--- src/rtl/multilatch_seq_pkg.sv ---
// Shared types and constants for the multi-output latch sequencer.
package multilatch_seq_pkg;

  typedef enum logic [2:0] {
    IDLE,
    CLR,
    LAT,
    DRV1,
    DRV2,
    TURN
  } state_e;

  localparam int unsigned BUS1 = 0;
  localparam int unsigned BUS2 = 1;

  // Counter width able to hold 0..n, never narrower than one bit.
  function automatic int unsigned cnt_w(input int unsigned n);
    return (n < 1) ? 1 : $clog2(n + 1);
  endfunction

endpackage

--- src/rtl/multilatch_rr_arb.sv ---
// Two-way round-robin arbiter; the pointer moves past the bus that was granted.
module multilatch_rr_arb
  import multilatch_seq_pkg::*;
(
  input  logic       clk,
  input  logic       rst_n,
  input  logic [1:0] i_req,
  input  logic       i_take,
  output logic [1:0] o_gnt
);

  logic r_ptr;  // 0: bus1 wins a tie, 1: bus2 wins a tie

  always_comb begin
    o_gnt = '0;
    if (i_req[BUS1] && i_req[BUS2]) begin
      o_gnt[r_ptr] = 1'b1;
    end else begin
      o_gnt = i_req;
    end
  end

  always_ff @(posedge clk or negedge rst_n) begin
    if (!rst_n) begin
      r_ptr <= 1'b0;
    end else if (i_take && (|o_gnt)) begin
      r_ptr <= o_gnt[BUS1];
    end
  end

endmodule

--- src/rtl/multilatch_seq.sv ---
// Sequencer driving clear/latch/oe1/oe2 of a shared 12-bit latch for one loader and two readers.
module multilatch_seq
  import multilatch_seq_pkg::*;
#(
  parameter int unsigned OE_CYCLES   = 2,
  parameter int unsigned TURN_CYCLES = 1,
  parameter bit          CLEAR_FIRST = 1'b1
) (
  input  logic       clk,
  input  logic       rst_n,
  input  logic       ld_req,
  output logic       ld_ack,
  input  logic [1:0] rd_req,
  output logic [1:0] rd_ack,
  output logic       lat_clear,
  output logic       lat_latch,
  output logic       lat_oe1,
  output logic       lat_oe2,
  output logic       busy,
  output logic       valid
);

  localparam int unsigned OE_W = cnt_w(OE_CYCLES);
  localparam int unsigned TN_W = cnt_w(TURN_CYCLES);

  state_e          r_state;
  state_e          w_next;
  logic            r_ld_pend;
  logic [1:0]      r_rd_pend;
  logic            r_valid;
  logic [OE_W-1:0] r_oe_cnt;
  logic [TN_W-1:0] r_turn_cnt;

  logic            w_oe_last;
  logic            w_turn_last;
  logic            w_ld_ack;
  logic [1:0]      w_rd_ack;
  logic            w_ld_next;
  logic [1:0]      w_rd_next;
  logic            w_dispatch;
  logic            w_take;
  logic [1:0]      w_gnt;

  assign w_oe_last   = (r_oe_cnt == OE_W'(OE_CYCLES - 1));
  assign w_turn_last = (r_turn_cnt == TN_W'(TURN_CYCLES - 1));

  assign w_ld_ack       = (r_state == LAT);
  assign w_rd_ack[BUS1] = (r_state == DRV1) && w_oe_last;
  assign w_rd_ack[BUS2] = (r_state == DRV2) && w_oe_last;

  // Pending view after this cycle's acks retire and new pulses are merged in.
  assign w_ld_next = (r_ld_pend & ~w_ld_ack) | ld_req;
  assign w_rd_next = (r_rd_pend & ~w_rd_ack) | rd_req;

  assign w_take = w_dispatch && !w_ld_next && (|w_rd_next);

  multilatch_rr_arb u_arb (
    .clk    (clk),
    .rst_n  (rst_n),
    .i_req  (w_rd_next),
    .i_take (w_take),
    .o_gnt  (w_gnt)
  );

  // Leaving LAT or the last drive/turnaround cycle makes the IDLE decision
  // directly, so back-to-back work spends no cycle in IDLE.
  always_comb begin
    w_dispatch = 1'b0;
    w_next     = r_state;
    unique case (r_state)
      IDLE: w_dispatch = 1'b1;
      CLR:  w_next = LAT;
      LAT:  w_dispatch = 1'b1;
      DRV1, DRV2: begin
        if (w_oe_last) begin
          if (TURN_CYCLES == 0) w_dispatch = 1'b1;
          else                  w_next     = TURN;
        end
      end
      TURN: w_dispatch = w_turn_last;
      default: w_next = IDLE;
    endcase

    if (w_dispatch) begin
      if (w_ld_next)            w_next = CLEAR_FIRST ? CLR : LAT;
      else if (w_gnt[BUS1])     w_next = DRV1;
      else if (w_gnt[BUS2])     w_next = DRV2;
      else                      w_next = IDLE;
    end
  end

  always_ff @(posedge clk or negedge rst_n) begin
    if (!rst_n) begin
      r_state    <= IDLE;
      r_ld_pend  <= 1'b0;
      r_rd_pend  <= '0;
      r_valid    <= 1'b0;
      r_oe_cnt   <= '0;
      r_turn_cnt <= '0;
    end else begin
      r_state   <= w_next;
      r_ld_pend <= w_ld_next;
      r_rd_pend <= w_rd_next;
      if (r_state == LAT) begin
        r_valid <= 1'b1;
      end
      if (((r_state == DRV1) || (r_state == DRV2)) && !w_oe_last) begin
        r_oe_cnt <= r_oe_cnt + 1'b1;
      end else begin
        r_oe_cnt <= '0;
      end
      if ((r_state == TURN) && !w_turn_last) begin
        r_turn_cnt <= r_turn_cnt + 1'b1;
      end else begin
        r_turn_cnt <= '0;
      end
    end
  end

  // Controls decode from state alone so reset clears them without a clock.
  always_comb begin
    ld_ack    = w_ld_ack;
    rd_ack    = w_rd_ack;
    lat_clear = (r_state == CLR);
    lat_latch = (r_state == LAT);
    lat_oe1   = (r_state == DRV1);
    lat_oe2   = (r_state == DRV2);
    busy      = (r_state != IDLE);
    valid     = r_valid;
  end

endmodule

--- config.mk ---
export PLATFORM = sky130hd
export DESIGN_NAME = multilatch_seq
export DESIGN_NICKNAME = d
export VERILOG_FILES = /design/src/rtl/multilatch_seq_pkg.sv /design/src/rtl/multilatch_rr_arb.sv /design/src/rtl/multilatch_seq.sv
export SDC_FILE = /design/constraint.sdc
export NUM_CORES = 1
export LEC_CHECK = 0
export CORE_ASPECT_RATIO = 0.8
export CORE_MARGIN = 1
export CORE_UTILIZATION = 30
export DETAILED_ROUTE_END_ITERATION = 6
export GPL_TIMING_DRIVEN = 0
export PLACE_DENSITY = 0.56
export SLEW_MARGIN = 20
export SYNTH_ARGS = -nofsm -noshare
export SYNTH_HDL_FRONTEND = slang
export SYNTH_SLANG_ARGS = --single-unit
--- constraint.sdc ---
create_clock -name clk -period 1.4 [get_ports clk]
set_input_delay 0.21 -clock clk [delete_from_list [all_inputs] [get_ports clk]]
set_output_delay 0.21 -clock clk [all_outputs]
set_load 0.005 [all_outputs]
=== Word level (Yosys, flattened, before mapping) ===
Index checks and enable logic that the tools add are counted.

* Flip-flop bits (word level): 11
* Input port bits: 5
* Output and inout port bits: 9

* Add/sub/neg operators: 2
* Magnitude comparators: 2
* Equality and inequality tests: 8
* Multiplexer cells: 12
* Bitwise logic cells: 7
* Reductions and logical operators: 20

{| class="wikitable"
|+ Operator list
! cell !! count
|-
| 3-bit two-way mux || 5
|-
| 1-bit logical AND || 9
|-
| 3-bit case mux with 3 select lines || 1
|-
| 2-bit OR reduction || 4
|-
| 3-bit by 2-bit equality test with 1-bit output, second input constant || 2
|-
| 3-bit equality test, second input constant || 2
|-
| 2-bit two-way mux || 2
|-
| 3-bit by 1-bit equality test with 1-bit output, second input constant || 1
|-
| 3-bit zero test || 1
|-
| 3-bit inequality test, second input constant || 1
|-
| 3-bit nonzero test || 1
|-
| 3-bit OR reduction || 1
|-
| 2-bit by 1-bit adder with 2-bit output, second input constant || 1
|-
| 2-bit bitwise AND || 1
|-
| 2-bit by 1-bit equality test with 1-bit output, second input constant || 1
|-
| 1-bit zero test || 2
|-
| 1-bit by 2-bit < comparator with 1-bit output, second input constant || 1
|-
| 1-bit two-way mux || 2
|-
| 2-bit by 1-bit inequality test with 1-bit output, second input constant || 1
|-
| 1-bit NOT || 2
|-
| 2-bit NOT || 1
|-
| 2-bit OR || 1
|-
| 1-bit case mux with 2 select lines || 1
|-
| 2-bit AND reduction || 1
|-
| other kinds (6) || 6
|}

=== Logic depth before layout (Yosys ltp) ===
* Depth in word-level cells: 11
* Gate-level depth with buffers: 7
* Depth with buffers taken out: 7

=== Cells and area by module ===
A second synthesis with hierarchy kept.

* Cell total of the unflattened synthesis: 59
* Area total of the unflattened synthesis: 586.8 µm²

{| class="wikitable"
|+ By module, submodules not included
! module !! times used !! cells each !! area each (µm²) !! seq. area each (µm²)
|-
| multilatch_seq || 1 || 53 || 531.8 || 250.2
|-
| multilatch_rr_arb || 1 || 6 || 55.1 || 25.0
|}

=== Worst setup path before layout ===
No wires, ideal clock.

* Path kind: flip-flop to flip-flop
* Start point: register r_oe_cnt[1]
* End point: register r_state[1]
* Setup time: 0.126 ns
* Arrival: 1.253 ns
* Path slack: 0.021 ns
* Cell stages (with the launch flop): 8
* Buffers on the path: 0
* Clock period less this slack: 1.379 ns
* Cells stage by stage: dfrtp_1 inv_1 ha_1 nand4b_1 a21oi_2 inv_2 and3_4 o32a_1

* Longest elaborated chain between the ends: 10

{| class="wikitable"
|+ RTL lines
! what !! RTL line !! RTL
|-
| start: declaration || multilatch_seq.sv:31 || <nowiki>logic [OE_W-1:0] r_oe_cnt;</nowiki>
|-
| start signal: assignment || multilatch_seq.sv:108 || <nowiki>r_oe_cnt <= r_oe_cnt + 1'b1;</nowiki>
|-
| 2-bit by 1-bit equality test with 1-bit output (*) || multilatch_seq.sv:44 || <nowiki>assign w_oe_last = (r_oe_cnt == OE_W'(OE_CYCLES - 1));</nowiki>
|-
| 1-bit logical AND (*) || multilatch_seq.sv:48 || <nowiki>assign w_rd_ack[BUS1] = (r_state == DRV1) && w_oe_last;</nowiki>
|-
| 2-bit NOT (*) || multilatch_seq.sv:53 || <nowiki>assign w_rd_next = (r_rd_pend & ~w_rd_ack) | rd_req;</nowiki>
|-
| 2-bit bitwise AND (*) || multilatch_seq.sv:53 ||
|-
| 2-bit OR (*) || multilatch_seq.sv:53 ||
|-
| via u_arb.i_req[0] || multilatch_rr_arb.sv:7 || <nowiki>input logic [1:0] i_req,</nowiki>
|-
| 1-bit logical AND || multilatch_rr_arb.sv:16 || <nowiki>if (i_req[BUS1] && i_req[BUS2]) begin</nowiki>
|-
| 2-bit two-way mux (*) || multilatch_rr_arb.sv:16 ||
|-
| 3-bit two-way mux (*) || multilatch_seq.sv:86 || <nowiki>else if (w_gnt[BUS1]) w_next = DRV1;</nowiki>
|-
| 3-bit two-way mux (*) || multilatch_seq.sv:85 || <nowiki>if (w_ld_next) w_next = CLEAR_FIRST ? CLR : LAT;</nowiki>
|-
| 3-bit two-way mux (*) || multilatch_seq.sv:84 || <nowiki>if (w_dispatch) begin</nowiki>
|-
| end signal: assignment || multilatch_seq.sv:101 || <nowiki>r_state <= w_next;</nowiki>
|-
| end: declaration || multilatch_seq.sv:26 || <nowiki>state_e r_state;</nowiki>
|}

Mark *: on every way through the listed nets, which the timed path passes. The rest lies on a longest branch.
A chain may end at the register's enable or synchronous reset.

=== Worst setup path after layout ===
Ends and elaborated chain as after synthesis.

==> impl_metrics.tcl <==
set metrics [dict create \
    status "finished, violations left" \
    violations "negative setup slack" \
    grt_usage_pct 18.32 \
    rows 14 \
    ys_warn_count 0 \
    fin_tns_setup_ns -0.9800 \
    yosysSeqAreaShare_pct 42.88 \
    via_count 632 \
    p_leak_nw 0.4885 \
    first_global_vias 656 \
    clk_latency_ns 0.27 \
    cpLargestDelayFamily "buffers and inverters" \
    cts.htree.levels 1 \
    rsz0062_at_grt "yes" \
    antenna_found_initial 0 \
    clkPwrFrac_pct 9.6 \
    critPathKind "register to register" \
    coreArea_sq_um 1944 \
    synth_cells 69 \
    required_ns 1.55 \
    maxSlewViolCount 0 \
    synth-seq-cells 11 \
    synthSimpleGateAreaFrac_pct 22.22 \
    worstPathCellList "inv_2 -> ha_4 -> buf_6 -> nand4b_1 -> buf_4 -> a21oi_4 -> inv_2 -> and3_4 -> o32a_1" \
    ys_types 38 \
    routedWlPerCell_um 13.77 \
    cts_tree "yes" \
    drt-pass1-iter-count 2 \
    p_per_area_nw_per_um2 2069 \
    setup_ws_ns -0.1747 \
    postRouteAntennaNets 0 \
    root_buffer "clkbuf_4" \
    ioPinCount 14 \
    timing.fmax_mhz 635.0 \
    synth_ff_type "dfrtp_1" \
    post-route-drc-count 0 \
    synth_edf_count 0 \
    fin_nets 111 \
    met2_usage_pct 30.37 \
    grt_first_pass_wirelength_um 2973 \
    p_sw_share_pct 37.89 \
    port_buffers 13 \
    synthMuxAreaShare_pct 0 \
    die_w_um 53.72 \
    drt_iter0_drc 4 \
    initial_utilization_pct 33.01 \
    crit_slowest_cell "dfrtp_1" \
    syn_area_per_cell_sq_um 9.302 \
    final.period_utilization_pct 112.5 \
    maxCapViolations 0 \
    comb_power_share_pct 68.3 \
    p_int_mw 1.359 \
    p_sw_uw 828.9 \
    routed_wirelength_um 1763 \
    grt_max_degree 12 \
    finClkSkew_ns 0.001266 \
    synth_top_family_by_area "compound AO/OA/AOI/OAI gates" \
    clock_sink_count 11 \
    async_reset_ff_share_pct 100.0 \
    hold_ws_ns 0.2648 \
    final_common_cell "buf_4" \
    cts_buffers 3 \
    hpwlAfterDp_um 982.4 \
    grt-busiest-layer "met2" \
    most-common-layout-cells "15 x buf_4, 11 x dfrtp_1, 9 x buf_6" \
    final_hold_viol_count 0 \
    min_period_ns 1.575 \
    critPathMaxFanout 3 \
    final-setup-viol-count 11 \
    met1_usage_pct 22.10 \
    ir_drop_mv 1.162 \
    synth_compound_area_share_pct 22.22 \
    overflow 0 \
    critPathBufInv 4 \
    slowest_delay_ns 0.37 \
    p_seq_share_pct 22.1 \
    chipHeight_um 43.37 \
    clockBufferDepth 2 \
    critPathMostFrequentCell "inv_2" \
    critPathCaptureType "register" \
    syn_area_sq_um 641.9 \
    grt_use_met3_pct 5.614 \
    hold_buffers 0 \
    avgViaCountPerCell 4.938 \
    routabilityCongestion 0.7676 \
    hold_path_class "input port to async pin" \
    synthAdderAreaFrac_pct 1.949 \
    syn2layout_area_growth_pct 64.72 \
    arrival_ns 1.72 \
    crit_path_start_kind "register" \
    clk_pin_slew_ns 0.07 \
    diodes 0 \
    synth_nets 75 \
    synthXorXnorAreaFrac_pct 0 \
    dieArea_sq_um 2330 \
    layout-drive-gt1-share_pct 51.92 \
]
-- through the flow --
step / utilization [%] / setup slack (ns) / instance area, sq um / instances / power [mW]
floorplan: - / 0.02124 / 641.9 / 69 / 1.075
global placement: 41.25 / -0.3504 / 802.0 / 106 / 1.378
detailed placement: 41.25 / -0.3563 / 802.0 / 106 / 1.377
CTS: 52.96 / -0.1540 / 1030 / 128 / 2.079
global route: 54.38 / -0.2814 / 1057 / 128 / 2.346
finish: 54.38 / -0.1747 / 1057 / 128 / 2.188
-- cell type report --
class,instances,area (sq um)
clock inverters,1,5.005
well taps,24,30.03
multi-input cells,46,372.9
fillers,171,887.1
inverters,8,42.54
flip-flops and latches,11,275.3
clock buffers,3,22.52
repair buffers,31,264.0
plain buffers,4,45.04
-- worst paths after layout --
path / end / slack (ns) / cells past startpoint / start
worst max-delay path: r_state[1] / -0.17 / 9 / r_oe_cnt[1]
worst min-delay path: r_oe_cnt[1] / 0.26 / 1 / rst_n
worst max register to register: r_state[1] / -0.17 / 9 / r_oe_cnt[1]
worst min register to register: valid / 0.48 / 1 / valid
max in group asynchronous: r_state[0] / 0.81 / 1 / rst_n
min in group clk: valid / 0.48 / 1 / valid
-- logic make-up after synthesis --
logic type,count (synthesis)
compound gates,21
fa+ha+maj,1
simple gates,23
other cells,1
flops,11
buf+inv,12
-- synthesized netlist by cell type (2+ instances only) --
library cell	instances	area share, %
nand2_1	3	1.8
buf_6	2	3.5
o21ai_0	5	3.9
dfrtp_1	11	43
inv_1	7	4.1
nor2_1	8	4.7
o21ai_1	2	1.6
-- routing by layer --
metal	wire (um)	part of all wire, %
met1	774	44
met2	895	51
met3	72	4.1
met4	20	1.1
met5	0	0
-- flip-flops by register name, indices dropped and copies added (netlist names) --
signal	cells
valid	1
r_state	3
u_arb.r_ptr	1
r_ld_pend	1
r_turn_cnt	1
r_rd_pend	2
r_oe_cnt	2
-- power by group through the flow --
stage	Clock, mW	Sequential, mW	Combinational (mW)
after floorplan	0	0.472	0.603
after detailed placement	0	0.492	0.886
after global routing	0.237	0.491	1.62
final	0.211	0.483	1.49
after global placement	0	0.489	0.889
after CTS	0.221	0.479	1.38
-- timing repair --
item	in CTS	in global routing
gates resized for setup	58	6
pin swaps	13	2
setup endpoints to repair	12	14
buffers inserted	19	0
endpoints found under the hold margin	0	0
Note: power is estimated with default switching activity, not from simulation.
